[src/rtl/spike_event_logger.sv]
// Spike event logger: timestamps rising edges of a neuron spike output,
// queues {timestamp, membrane state} snapshots in a small FIFO, and
// reports the spike count of each completed 256-cycle window.
module spike_event_logger #(
  parameter int DEPTH = 4
) (
  input  logic       clk,
  input  logic       rst_n,
  input  logic       spike_in,
  input  logic [7:0] state_in,
  input  logic       clr,
  input  logic       pop,
  output logic       evt_valid,
  output logic [7:0] evt_ts,
  output logic [7:0] evt_state,
  output logic       overflow,
  output logic [7:0] rate,
  output logic       rate_valid
);

  localparam int PW = $clog2(DEPTH);
  localparam int CW = PW + 1;

  typedef struct packed {
    logic [7:0] ts;
    logic [7:0] state;
  } entry_t;

  logic [7:0]    tsCnt_q, tsCnt_d;
  logic          spk_q;
  logic [7:0]    winCnt_q, winCnt_d;
  logic [7:0]    rate_q, rate_d;
  logic          rateValid_q, rateValid_d;
  logic          overflow_q, overflow_d;
  entry_t        mem_q [DEPTH];
  entry_t        mem_d [DEPTH];
  logic [PW-1:0] rdPtr_q, rdPtr_d;
  logic [PW-1:0] wrPtr_q, wrPtr_d;
  logic [CW-1:0] count_q, count_d;
  logic          headValid_q, headValid_d;
  entry_t        head_q, head_d;

  logic spikeEvent;
  logic popAccept;
  logic fifoFull;
  logic doPush;
  logic dropEvent;

  // A spike is a 0->1 transition between the previous and current sample;
  // a full FIFO still accepts an event when the head leaves on the same edge.
  assign spikeEvent = spike_in & ~spk_q;
  assign popAccept  = pop & (count_q != '0);
  assign fifoFull   = (count_q == CW'(DEPTH));
  assign doPush     = spikeEvent & (~fifoFull | popAccept);
  assign dropEvent  = spikeEvent & fifoFull & ~popAccept;

  // Next-state for timestamp, window counter, flags and FIFO, plus the head
  // entry that will be visible after this edge (so a push shows up at once).
  always_comb begin
    mem_d       = mem_q;
    rdPtr_d     = rdPtr_q;
    wrPtr_d     = wrPtr_q;
    count_d     = count_q;
    overflow_d  = overflow_q;
    tsCnt_d     = tsCnt_q + 8'd1;
    winCnt_d    = winCnt_q;
    rate_d      = rate_q;
    rateValid_d = 1'b0;

    if (clr) begin
      rdPtr_d    = '0;
      wrPtr_d    = '0;
      count_d    = '0;
      overflow_d = 1'b0;
      tsCnt_d    = 8'd0;
      winCnt_d   = 8'd0;
      rate_d     = 8'd0;
    end else begin
      if (doPush) begin
        mem_d[wrPtr_q] = '{ts: tsCnt_q, state: state_in};
        wrPtr_d        = wrPtr_q + PW'(1);
      end
      if (popAccept) begin
        rdPtr_d = rdPtr_q + PW'(1);
      end
      if (dropEvent) begin
        overflow_d = 1'b1;
      end
      count_d = count_q + {{(CW-1){1'b0}}, doPush} - {{(CW-1){1'b0}}, popAccept};

      if (tsCnt_q == 8'hFF) begin
        rate_d      = winCnt_q + {7'd0, spikeEvent};
        winCnt_d    = 8'd0;
        rateValid_d = 1'b1;
      end else begin
        winCnt_d = winCnt_q + {7'd0, spikeEvent};
      end
    end

    headValid_d = (count_d != '0);
    head_d      = headValid_d ? mem_d[rdPtr_d] : '0;
  end

  // Control and output registers; reset wins over clear and all inputs.
  always_ff @(posedge clk) begin
    if (!rst_n) begin
      tsCnt_q     <= 8'd0;
      spk_q       <= 1'b0;
      winCnt_q    <= 8'd0;
      rate_q      <= 8'd0;
      rateValid_q <= 1'b0;
      overflow_q  <= 1'b0;
      rdPtr_q     <= '0;
      wrPtr_q     <= '0;
      count_q     <= '0;
      headValid_q <= 1'b0;
      head_q      <= '0;
    end else begin
      tsCnt_q     <= tsCnt_d;
      spk_q       <= spike_in;
      winCnt_q    <= winCnt_d;
      rate_q      <= rate_d;
      rateValid_q <= rateValid_d;
      overflow_q  <= overflow_d;
      rdPtr_q     <= rdPtr_d;
      wrPtr_q     <= wrPtr_d;
      count_q     <= count_d;
      headValid_q <= headValid_d;
      head_q      <= head_d;
    end
  end

  // Entry storage; contents are only meaningful inside the occupied range.
  always_ff @(posedge clk) begin
    mem_q <= mem_d;
  end

  assign evt_valid  = headValid_q;
  assign evt_ts     = head_q.ts;
  assign evt_state  = head_q.state;
  assign overflow   = overflow_q;
  assign rate       = rate_q;
  assign rate_valid = rateValid_q;

endmodule

[config.mk]
export PLATFORM = sky130hd
export DESIGN_NAME = spike_event_logger
export DESIGN_NICKNAME = d
export VERILOG_FILES = /design/src/rtl/spike_event_logger.sv
export SDC_FILE = /design/constraint.sdc
export NUM_CORES = 1
export LEC_CHECK = 0
export ABC_AREA = 1
export CORE_MARGIN = 5
export CORE_UTILIZATION = 51
export DETAILED_ROUTE_END_ITERATION = 7
export PLACE_DENSITY_LB_ADDON = 0.12
export SLEW_MARGIN = 25
export SYNTH_ARGS = -nofsm -noshare
export SYNTH_HDL_FRONTEND = slang
export SYNTH_SLANG_ARGS = --single-unit
[constraint.sdc]
create_clock -name clk -period 4.9 [get_ports clk]
set_input_delay 1.225 -clock clk [delete_from_list [all_inputs] [get_ports clk]]
set_output_delay 1.225 -clock clk [all_outputs]
set_load 0.005 [all_outputs]
==> qor.yml <==
run_status:
  status: "finished, final reports clean"
worst_setup_path:
  critPathArrivalTime_ns: 3.92
  cp_max_fo: 16
  critPathKind: "in -> reg"
  rr_worst_depth: 7
  crit_path_end: "evt_state[1]"
  crit_required_ns: 5.26
  r2r_slack_ns: 2.10
  path_depth: 13
  path_buf_inv: 4
  r2r_start: "wrPtr_q[0]"
  cp_slowest_stage_delay_ns: 0.53
  slowest_stage: "inv_1"
  cp-start-kind: "input port"
  crit_family: "buffers and inverters"
  end_kind: "register"
  startpoint: "pop"
  reg2reg_to: "evt_ts[2]"
  cp_common_cell: "inv_1"
  path_cells: "clkdlybuf4s50_1, nor2_2, nand2_2, nand2_2, ha_1, inv_1, ha_1, inv_1, fa_1, xnor2_1, a31oi_2, inv_1, a21oi_1"
logic_synthesis:
  syn_area_per_cell_um2: 7.91
  syn_nets: 609
  yosys_warnings: 0
  syn_inst: 586
  ys_ff_latch: 115
  syn_area_um2: 4630
  yosysSeqAreaShare_pct: 49.7
  synth_cell_types: 29
sta:
  whs_ns: 0.442
  setup_viol: 0
  slew_violations: 0
  tns_ns: 0
  post-route-min-period_ns: 3.56
  slew_headroom_pct: 36.1
  skew_ns: 0.0143
  fin_crit_sh_pct: 72.7
  rsz0062_at_grt: "false"
  finalHoldViolCount: 0
  fmax_mhz: 281
  worstMarginPinSlew_ns: 0.958
floorplan:
  ios: 40
  fp-row-count: 34
  fp.dieArea_um2: 11100
  coreArea_um2: 8810
  die_y_um: 105
  initial_utilization_pct: 52.6
  die_x_um: 105
power_and_ir_drop:
  switching_power_mw: 0.586
  pwr-share-clk_pct: 52.2
  internal_power_mw: 2.06
  sequentialPowerShare_pct: 38.7
  ir_drop_mv: 0.297
  power_density_nw_per_um2: 464
  switching_share_pct: 22.2
  pwr-share-comb_pct: 9.1
  p_leak_nw: 2.52
flow_run:
  drv_cap: 0
routing:
  dr.pass1.iters: 5
  vias_per_cell: 5.62
  drc: 0
  num_vias: 4151
  drt_iter0_drc: 309
  antenna_left: 0
  routed_wl_um: 12000
  wl_per_cell_um: 16.2
global_routing:
  grt_pass1_vias: 4103
  grt_pass1_wl_um: 19800
  grt_overflow: 0
  antenna_found_initial: 0
  grt_max_degree: 34
  grt.total_usage_pct: 22.3
cts:
  cts_buffer_depth: 2
  cts_sinks: 115
  cts_root_buf: "clkbuf_8"
  cts_setup_buffers: 0
  htree_num_levels: 4
  clk_latency_ns: 0.51
  cts_hold_buf: 0
  ctsResizeCount: 0
  clkTransAtPathRegs_ns: 0.05
  cts_buffers: 17
  cts_tree: "built"
placed_design:
  hpwlAfterDp_um: 7100
  portBuffers: 39
  post_dp_cell_area_um2: 5030
  dpl.cell_count: 707
  gp_congestion: 0.791
hold_path:
  hold_depth: 2
  hold_path.class: "reg -> reg"
layout:
  nFillCells: 755
  utilization_pct: 64.6
  diodes: 0
  fin_cells: 738
  area_growth_pct: 22.8
  final_cell_area_um2: 5690
  drive_above_1_share_pct: 8.73
  final_nets: 641
-- how the worst min path moves through the flow --
stage | startpoint | slack (ns) | to
5_1_grt | mem_q[10] | 0.46 | mem_q[10]
3_3_place_gp | mem_q[12] | 0.42 | mem_q[12]
3_5_place_dp | mem_q[5] | 0.43 | mem_q[5]
6_report | mem_q[9] | 0.44 | mem_q[9]
4_1_cts | mem_q[5] | 0.44 | mem_q[5]
2_1_floorplan | mem_q[0] | 0.41 | mem_q[0]
-- cells by family (layout without fill, tap and decap cells) --
logic type / count (synthesis) / after routing / share of synthesized area (%)
and+or+nand+nor: 353 / 353 / 35.1
DFF: 115 / 115 / 49.7
AOI/OAI and AO/OA: 39 / 39 / 4.51
xor gates and xnor gates: 10 / 10 / 1.89
buffers and inverters: 59 / 103 / 5.94
adders and majority gates: 10 / 10 / 2.86
-- registers in the layout, summed over array words and instances, names as in the netlist --
signal,flops
overflow,1
evt_ts,8
evt_state,8
rate_valid,1
tsCnt_q,8
mem_q,64
winCnt_q,8
evt_valid,1
spk_q,1
count_q,3
rate,8
rdPtr_q,2
wrPtr_q,2
-- area by class of cell --
cell class | count | area, um^2 | share of cell area (%)
Clock inverter | 10 | 203 | 3.56
Tap cell | 108 | 135 | 2.38
Timing Repair Buffer | 44 | 428 | 7.52
Inverter | 28 | 105 | 1.85
Clock buffer | 21 | 459 | 8.07
Multi-Input combinational cell | 412 | 2060 | 36.1
Sequential cell | 115 | 2300 | 40.5
-- cell usage in the layout (no fill, tap or decap), drive strengths merged, types with 3 or more instances in the layout --
cell type / n
nand4: 19
xnor2: 7
nand3: 159
nand2: 144
dfxtp: 115
a21oi: 23
clkdlybuf4s50: 39
clkinv: 3
bufinv: 6
clkbuf: 21
o21ai: 14
nor3: 3
xor2: 3
nor2: 26
ha: 9
buf: 5
inv: 28
-- worst reg2reg max path, cell delays in order (launching register included) --
cell     delay (ns)
dfxtp_1        0.33
inv_1          0.12
ha_1           0.65
nand4_1        0.91
nand2_1        0.33
nand3_1        0.13
nand3_1        0.11
a21oi_1        0.07
-- stage by stage --
step | worst slack (ns) | power (mW)
2_1_floorplan | 1.58 | 1.21
3_3_place_gp | 0.931 | 1.27
3_5_place_dp | 0.826 | 1.28
4_1_cts | 1.35 | 2.65
5_1_grt | 1.16 | 2.73
6_report | 1.34 | 2.64
-- power groups by stage --
stage | Combinational, mW | Sequential (mW) | Clock (mW)
6_report | 0.239 | 1.02 | 1.38
2_1_floorplan | 0.167 | 1.04 | 0
3_3_place_gp | 0.230 | 1.04 | 0
4_1_cts | 0.238 | 1.02 | 1.39
5_1_grt | 0.270 | 1.03 | 1.44
3_5_place_dp | 0.236 | 1.04 | 0
-- Yosys cell counts --
cell      number  share of area, %
nor2_1        21               1.7
o21ai_2        1              0.19
a21oi_1       23               2.5
nand4_1       18               2.4
buf_1          3              0.24
a31oi_2        1              0.27
xnor2_1        7               1.3
ha_1           9               2.4
nor3b_1        1              0.16
nand4_2        1              0.27
buf_6          3              0.73
nand2_2        4              0.54
nand3_2        1              0.22
nand3_1      158                17
nor3_1         3              0.32
fa_1           1              0.43
nand2_1      140                11
nor4_2         1              0.27
nor2_4         1              0.24
buf_2         10               1.1
dfxtp_1      115                50
nor2_2         4              0.54
o21ai_0       13               1.4
xor2_1         3              0.57
o21a_1         1              0.16
inv_2          6              0.49
clkbuf_1      10              0.81
buf_4          5              0.81
inv_1         22               1.8
-- routing by layer --
metal / vias to the layer above / routed length (um) / global-route usage [%]
met5: - / 0 / 0
met2: 155 / 5660 / 36.6
met1: 1939 / 5370 / 28.4
met4: 0 / 181 / 7.78
met3: 19 / 763 / 5.75
li1: 2038 / - / -
Power figures use the tool's default switching activity.
